## src/rtl/fir_pkg.sv

```systemverilog
// Shared widths and types for the 3-tap FIR datapath and its downstream stages.
package fir_pkg;
  localparam int FIR_DW    = 9;
  localparam int FIR_DECIM = 4;
  localparam int FIR_CW    = 2;
  localparam int FIR_DEPTH = 4;
  localparam int FIR_AW    = 2;

  typedef logic [FIR_DW-1:0]        sample_t;
  typedef logic [FIR_DW+FIR_CW-1:0] gsum_t;
endpackage

```

## src/rtl/fir_sync_fifo.sv

```systemverilog
// Show-ahead synchronous FIFO with occupancy count and a synchronous flush.
module fir_sync_fifo #(
  parameter int WIDTH = 11,
  parameter int DEPTH = 4,
  parameter int AW    = 2
) (
  input  logic             clk,
  input  logic             rst_n,
  input  logic             clear,
  input  logic             push,
  input  logic [WIDTH-1:0] wdata,
  input  logic             pop,
  output logic [WIDTH-1:0] rdata,
  output logic             empty,
  output logic             full,
  output logic [AW:0]      level
);
  logic [WIDTH-1:0] r_mem [DEPTH];
  logic [AW-1:0]    r_wptr, r_rptr;
  logic [AW:0]      r_level;
  logic             w_wr, w_rd;

  assign empty = (r_level == '0);
  assign full  = (r_level == (AW+1)'(DEPTH));
  assign level = r_level;

  // A write into a full FIFO is accepted only when the head leaves in the same cycle.
  assign w_rd = pop & ~empty;
  assign w_wr = push & (~full | w_rd);

  // Empty reads return zero so the head is defined without resetting the storage.
  assign rdata = empty ? '0 : r_mem[r_rptr];

  always_ff @(posedge clk or negedge rst_n) begin
    if (!rst_n) begin
      r_wptr  <= '0;
      r_rptr  <= '0;
      r_level <= '0;
    end else if (clear) begin
      r_wptr  <= '0;
      r_rptr  <= '0;
      r_level <= '0;
    end else begin
      if (w_wr) r_wptr <= r_wptr + 1'b1;
      if (w_rd) r_rptr <= r_rptr + 1'b1;
      case ({w_wr, w_rd})
        2'b10:   r_level <= r_level + 1'b1;
        2'b01:   r_level <= r_level - 1'b1;
        default: r_level <= r_level;
      endcase
    end
  end

  // NOTE: storage has no reset; validity is tracked by the pointers and level alone.
  always_ff @(posedge clk) begin
    if (w_wr && !clear) r_mem[r_wptr] <= wdata;
  end
endmodule

```

## src/rtl/fir_decim_buffer.sv

```systemverilog
// Decimate-by-DECIM boxcar summer for the FIR output stream, queued for a valid/ready consumer.
module fir_decim_buffer
  import fir_pkg::*;
#(
  parameter int DW    = FIR_DW,
  parameter int DECIM = FIR_DECIM,
  parameter int CW    = FIR_CW,
  parameter int DEPTH = FIR_DEPTH,
  parameter int AW    = FIR_AW
) (
  input  logic            clk,
  input  logic            rst_n,
  input  logic            clear,
  input  logic            in_valid,
  input  logic [DW-1:0]   in_data,
  output logic            out_valid,
  input  logic            out_ready,
  output logic [DW+CW-1:0] out_data,
  output logic [AW:0]     level,
  output logic            ovf
);
  logic [CW-1:0]    r_phase, w_phase_nxt;
  logic [DW+CW-1:0] r_acc, w_acc_nxt, w_sum;
  logic             r_ovf;
  logic             w_last, w_push, w_pop, w_empty, w_full, w_drop;

  assign w_sum  = r_acc + (DW+CW)'(in_data);
  assign w_last = in_valid & (r_phase == CW'(DECIM-1));
  assign w_push = w_last & ~clear;
  assign w_pop  = out_valid & out_ready & ~clear;
  assign w_drop = w_push & w_full & ~w_pop;

  // NOTE: every always_comb output gets a default first so no path leaves a latch.
  always_comb begin
    w_phase_nxt = r_phase;
    w_acc_nxt   = r_acc;
    if (in_valid) begin
      w_phase_nxt = r_phase + 1'b1;
      w_acc_nxt   = (r_phase == '0) ? (DW+CW)'(in_data) : w_sum;
    end
  end

  // NOTE: sequential state uses non-blocking assignments so all registers update together.
  always_ff @(posedge clk or negedge rst_n) begin
    if (!rst_n) begin
      r_phase <= '0;
      r_acc   <= '0;
      r_ovf   <= 1'b0;
    end else if (clear) begin
      r_phase <= '0;
      r_acc   <= '0;
      r_ovf   <= 1'b0;
    end else begin
      r_phase <= w_phase_nxt;
      r_acc   <= w_acc_nxt;
      if (w_drop) r_ovf <= 1'b1;
    end
  end

  fir_sync_fifo #(
    .WIDTH (DW+CW),
    .DEPTH (DEPTH),
    .AW    (AW)
  ) u_fifo (
    .clk   (clk),
    .rst_n (rst_n),
    .clear (clear),
    .push  (w_push),
    .wdata (w_sum),
    .pop   (w_pop),
    .rdata (out_data),
    .empty (w_empty),
    .full  (w_full),
    .level (level)
  );

  assign out_valid = ~w_empty;
  assign ovf       = r_ovf;
endmodule
```

## config.mk

```make
export PLATFORM = sky130hd
export DESIGN_NAME = fir_decim_buffer
export DESIGN_NICKNAME = d
export VERILOG_FILES = /design/src/rtl/fir_pkg.sv /design/src/rtl/fir_sync_fifo.sv /design/src/rtl/fir_decim_buffer.sv
export SDC_FILE = /design/constraint.sdc
export NUM_CORES = 1
export LEC_CHECK = 0
export ABC_AREA = 1
export CORE_UTILIZATION = 37
export DETAILED_ROUTE_END_ITERATION = 6
export PLACE_DENSITY = 0.55
export SLEW_MARGIN = 25
export SYNTH_ARGS = -nofsm -noshare
export SYNTH_HDL_FRONTEND = slang
export SYNTH_SLANG_ARGS = --single-unit
```

## constraint.sdc

```tcl
create_clock -name clk -period 1.9 [get_ports clk]
set_input_delay 0.19 -clock clk [delete_from_list [all_inputs] [get_ports clk]]
set_output_delay 0.19 -clock clk [all_outputs]
set_load 0.05 [all_outputs]
```

==> results of run 1 <==
## path summary, 6_finish.rpt
check,depth (start not counted),end,start
max reg2reg,9,u_fifo.level[2],u_fifo.level[1]
min reg2reg,1,ovf,ovf
min,2,u_fifo.r_wptr[0],rst_n
max in group asynchronous,2,u_fifo.level[2],rst_n
min in group clk,1,ovf,ovf
max,6,out_data[4],u_fifo.r_rptr[0]
## report_power, final
part           internal [mW]  leakage [nW]  switching (mW)
Combinational          0.750          1.20            1.39
Clock                  0.638        0.0953           0.562
Sequential              1.62         0.675          0.0749
Total                   3.01          1.97            2.03
## flip-flops by register name, summed over array words and instances (netlist names)
name           flops
u_fifo.r_mem      44
ovf                1
u_fifo.r_wptr      2
r_phase            2
u_fifo.r_rptr      2
u_fifo.level       3
r_acc             11
## cells in the mapped netlist, types with 3 or more instances
cell      instances
a21oi_1          17
nor2_1           74
xor2_1            3
o21ai_0          28
ha_1             15
nand3_1          24
nand2_1          82
clkbuf_1          4
edfxtp_1         44
dfrtp_1          21
inv_1            36
buf_2             7
nand4_1           4
## cells by family after synthesis
logic type	after synthesis
AOI/OAI and AO/OA	51
xor gates and xnor gates	4
adders and majority gates	17
buffers and inverters	51
DFF	65
muxes	2
and+or+nand+nor	194
## final cells by class
type                    count  share of cell area, %
flip-flops and latches     65                   41.7
inverters                  38                   3.27
multi-input cells         268                   33.8
well taps                 108                   3.04
repair buffers             71                   13.8
clock buffers              11                   3.18
clock inverters             5                   1.24
## through the flow
step | total power [mW] | cells | area (um2) | setup WS (ns)
2_1_floorplan | 3.16 | 384 | 3550 | -0.0494
5_1_grt | 5.31 | 566 | 4440 | -0.0474
4_1_cts | 5.05 | 565 | 4410 | 0.0315
3_5_place_dp | 3.85 | 549 | 4210 | -0.269
3_3_place_gp | 3.83 | 549 | 4210 | -0.200
6_report | 5.04 | 566 | 4440 | 0.0713
## per-layer routing
layer  global-route usage (%)  wire, um
met5                        0         0
met4                     7.92       109
met3                     2.84       203
met2                     29.1      3760
met1                     23.6      3720
## repair_timing
action	in CTS	in global routing
pin swaps	0	0
hold buffers	0	0
buffers inserted	0	1
endpoints found under the setup margin	5	26
gates resized for setup	4	10
==> impl_metrics.ini, run 1 <==
[run_status]
status = finished with violations
violations = DRC

[synthesis]
synth.distinct_cells = 30
synth_top_family_by_area = simple AND/OR/NAND/NOR gates
synth-edff-count = 44
async_flop_share_pct = 32.3
synth_fa_ha_area_share_pct = 6.61
synth_nets = 415
synth_compound_area_share_pct = 7.99
synth_xor_area_share_pct = 1.02
synth-seq-cells = 65
synth-main-ff-cell = edfxtp_1
synth_mux_area_share_pct = 0.581
syn_area_um2 = 3450
ys.warnings.count = 0
synth.avg_cell_area_um2 = 8.97
synthSimpleGateAreaFrac_pct = 24.0
synth_top_area_cell = edfxtp_1
synth_cells = 384
synth_area_leaders = edfxtp_1 38%, dfrtp_1 15%, nand2_1 8.9%
yosysSeqAreaShare_pct = 53.6
yosysTopAreaCellShare_pct = 38.3

[floorplan]
fp.dieW_um = 98.5
rows = 34
io-pin-count = 30
design.die.area_um2 = 9700
core_area_um2 = 8850
initial_utilization_pct = 38.9
fp.dieH_um = 98.5

[clock_network]
cts_buffer_depth = 2
cts_root_buf = clkbuf_8
clk-insertion-delay-late_ns = 0.34
cts_buffers = 9
clk_pin_slew_ns = 0.08
htree_levels = 3
cts.sinks = 65
cts_tree = yes

[detailed_routing]
drt_first_iter_violations = 115
drc = 2
firstDrtPassIters = 6
vias = 2652
finalWirelength_um = 7800
avgRoutedWirePerCell_um = 13.8
ant_nets = 0
vias_per_cell = 4.69

[global_routing]
grt_overflow = 0
grt_max_degree = 23
grt_pass1_vias = 2655
grtUsageTotal_pct = 17.9
antenna_found_initial = 0
grt_pass1_wl_um = 13200

[setup_path]
cp_cell_sequence = buf_4 -> nor2_1 -> nor2_1 -> o21ai_0 -> a21oi_4 -> buf_4
rrSetupSlack_ns = 0.13
path_buf_inv = 2
slowest_delay_ns = 0.43
critical-path-slowest-cell = dfrtp_2
critPathRequiredTime_ns = 1.71
path_class = reg2out
path_max_fanout = 10
arrival_ns = 1.64
crit_family = flip-flops
cp-start-kind = register
worst_setup_path_end_kind = output port

[cells_and_area]
syn2layout_area_growth_pct = 28.9
fin_util_pct = 50.2
fillers = 844
drive_gt1_share_pct = 22.9
ff_latch_area_um2 = 1850
final_common_cell = nand2_1
num-nets-final = 484
multi_input_area_um2 = 1500
mostFrequentLayoutCells = 82 x nand2_1, 69 x nor2_1, 48 x buf_4
num_antenna_cells = 0

[timing]
tns_ns = 0
tightest_slew_ns = 0.504
whs_ns = 0.200
fin_crit_sh_pct = 96.2
skew_ns = 0.00634
rsz0062_at_grt = yes
slew_viol_final = 0
slew_headroom_pct = 66.3
clock.fmax_ghz = 0.547
period_needed_ns = 1.83
finalSetupViolations = 0
hold_viol = 0

[power]
cellPowerDensity_nw_per_um2 = 1130
vdd_drop_max_mv = 0.437
p_leak_nw = 1.97

[placed_design]
hpwl_um = 5640
gp_congestion = 0.803
numPortBuffers = 29

[run]
cap_violations = 0

[worst_hold_path]
min_path_type = in2async
Power figures use the tool's default switching activity.
==> run 2, diff against run 1 <==
--- a/config.mk
+++ b/config.mk
@@ -8,7 +8,6 @@
 export ABC_AREA = 1
 export CORE_UTILIZATION = 37
 export DETAILED_ROUTE_END_ITERATION = 6
-export PLACE_DENSITY = 0.55
 export SLEW_MARGIN = 25
 export SYNTH_ARGS = -nofsm -noshare
 export SYNTH_HDL_FRONTEND = slang
==> run 2 against run 1 <==
Compared with the run above: hold slack improved by 0.00065 ns; highest routed layer unchanged; via count increased by 1.2%; sequential share of layout area increased by 0.27 points; register-to-register slack about the same; cell area down 0.70%; the run now ends clean; critical endpoint is now out_data[2]; sequential cell count stayed put; wire length decreased by 6.8%; critical path depth decreased by 1; global-route usage fell by 1.9 points; die area stayed put.
==> impl_metrics.ini, run 2 (synthesized netlist as in run 1, its figures left out) <==
[run_status]
status = finished, final reports clean

[setup_path]
critical-path-slowest-cell = dfrtp_1
cp-start-kind = register
path_class = reg2out
critPathRequiredTime_ns = 1.71
arrival_ns = 1.62
r2r-start = u_fifo.level[1]
cp_cell_sequence = inv_1 -> nor2_1 -> o21ai_0 -> a21oi_4 -> buf_4
slowest_delay_ns = 0.38
worst_setup_path_end_kind = output port
crit_path_start = u_fifo.r_rptr[1]
path_max_fanout = 13

[timing]
finalSetupViolations = 0
skew_ns = 0.00945
clock.fmax_ghz = 0.551
fin_crit_sh_pct = 95.5
hold_viol = 0
slew_viol_final = 0
period_needed_ns = 1.81
slew_headroom_pct = 67.0
whs_ns = 0.201
rsz0062_at_grt = yes
tns_ns = 0
tightest_slew_ns = 0.494

[global_routing]
antenna_found_initial = 0
grt_overflow = 0
grt_pass1_vias = 2554
grt_pass1_wl_um = 12000
grtUsageTotal_pct = 16.0
grt_max_degree = 23

[placed_design]
hpwl_um = 5320
place_area_um2 = 4210
place_inst = 544
gp_congestion = 0.893
numPortBuffers = 29

[detailed_routing]
drt_first_iter_violations = 66
vias = 2683
firstDrtPassIters = 7
avgRoutedWirePerCell_um = 13.0
ant_nets = 0
drc = 0
vias_per_cell = 4.79
finalWirelength_um = 7270

[cells_and_area]
largest_register_ffs = 44
final_common_cell = nand2_1
num-nets-final = 478
fin_cells = 560
top_register = u_fifo.r_mem
num_antenna_cells = 0
syn2layout_area_growth_pct = 28.0
design_area_um2 = 4410
drive_gt1_share_pct = 21.5
mostFrequentLayoutCells = 82 x nand2_1, 70 x nor2_1, 44 x edfxtp_1

[run]
cap_violations = 0

[worst_hold_path]
min_path_type = in2async

[floorplan]
core_area_um2 = 8850
io-pin-count = 30
design.die.area_um2 = 9700
fp.dieW_um = 98.5
initial_utilization_pct = 38.9
fp.dieH_um = 98.5
rows = 34

[power]
p_leak_nw = 1.95
power_mw = 4.95
cellPowerDensity_nw_per_um2 = 1120
vdd_drop_max_mv = 0.472

[clock_network]
htree_levels = 3
cts_buffer_depth = 2
cts_tree = yes
cts.sinks = 65
cts_root_buf = clkbuf_8
cts_setup_buffers = 0
clk_pin_slew_ns = 0.08
clk-insertion-delay-late_ns = 0.33
postCtsHoldBufs = 0
cts_buffers = 9
run 2: cell types whose count changed in the layout (fill, tap and decap cells not counted), moves of 2 or more:
cell / change
buf_4: -7
o21ai_0: +3
o21ai_1: -3
buf_12: +3
buf_6: -2
run 2: cell type report:
type,instances,area [um2]
tap,108,135
fill,806,4440
timing repair buffer,65,598
clock inverter,7,70.1
multi-input combinational,268,1490
inverter,38,143
clock buffer,9,124
sequential,65,1850
run 2: through the flow:
step	util, %	setup slack, ns
after floorplan	-	-0.0494
after global placement	47.6	-0.196
after detailed placement	47.6	-0.232
after CTS	49.7	0.0625
after global routing	49.9	-0.0241
final	49.9	0.0862
run 2: repair_timing:
action                     in CTS  in global routing
resized for setup               1                  4
setup endpoints to repair       1                 17
hold endpoints to repair        0                  0
run 2: report_power, final:
part           switching (mW)  internal (mW)
sequential             0.0714           1.62
combinational            1.37          0.729
clock                   0.551          0.605
run 2: final timing paths:
path	endpoint	slack [ns]	cells past startpoint
max	out_data[2]	0.09	5
min	u_fifo.level[0]	0.20	2
max reg2reg	u_fifo.level[2]	0.12	9
min reg2reg	r_acc[3]	0.49	2
max in group asynchronous	u_fifo.level[2]	1.45	2
min in group clk	r_acc[3]	0.49	2
run 2: critical path: cells and delay by family (launching register included):
family	cells	cell delay (ns)
buffers and inverters	2	0.55
AO/OA/AOI/OAI	2	0.25
flip-flops	1	0.38
AND/OR/NAND/NOR	1	0.10
run 2: per-layer routing:
layer  vias to the layer above  wire (um)  track usage (%)
met5                         -          0                0
met4                         0         66             5.17
met3                         5        208             2.77
met2                        38       3540             27.1
met1                      1253       3450             20.8
li1                       1387          -                -
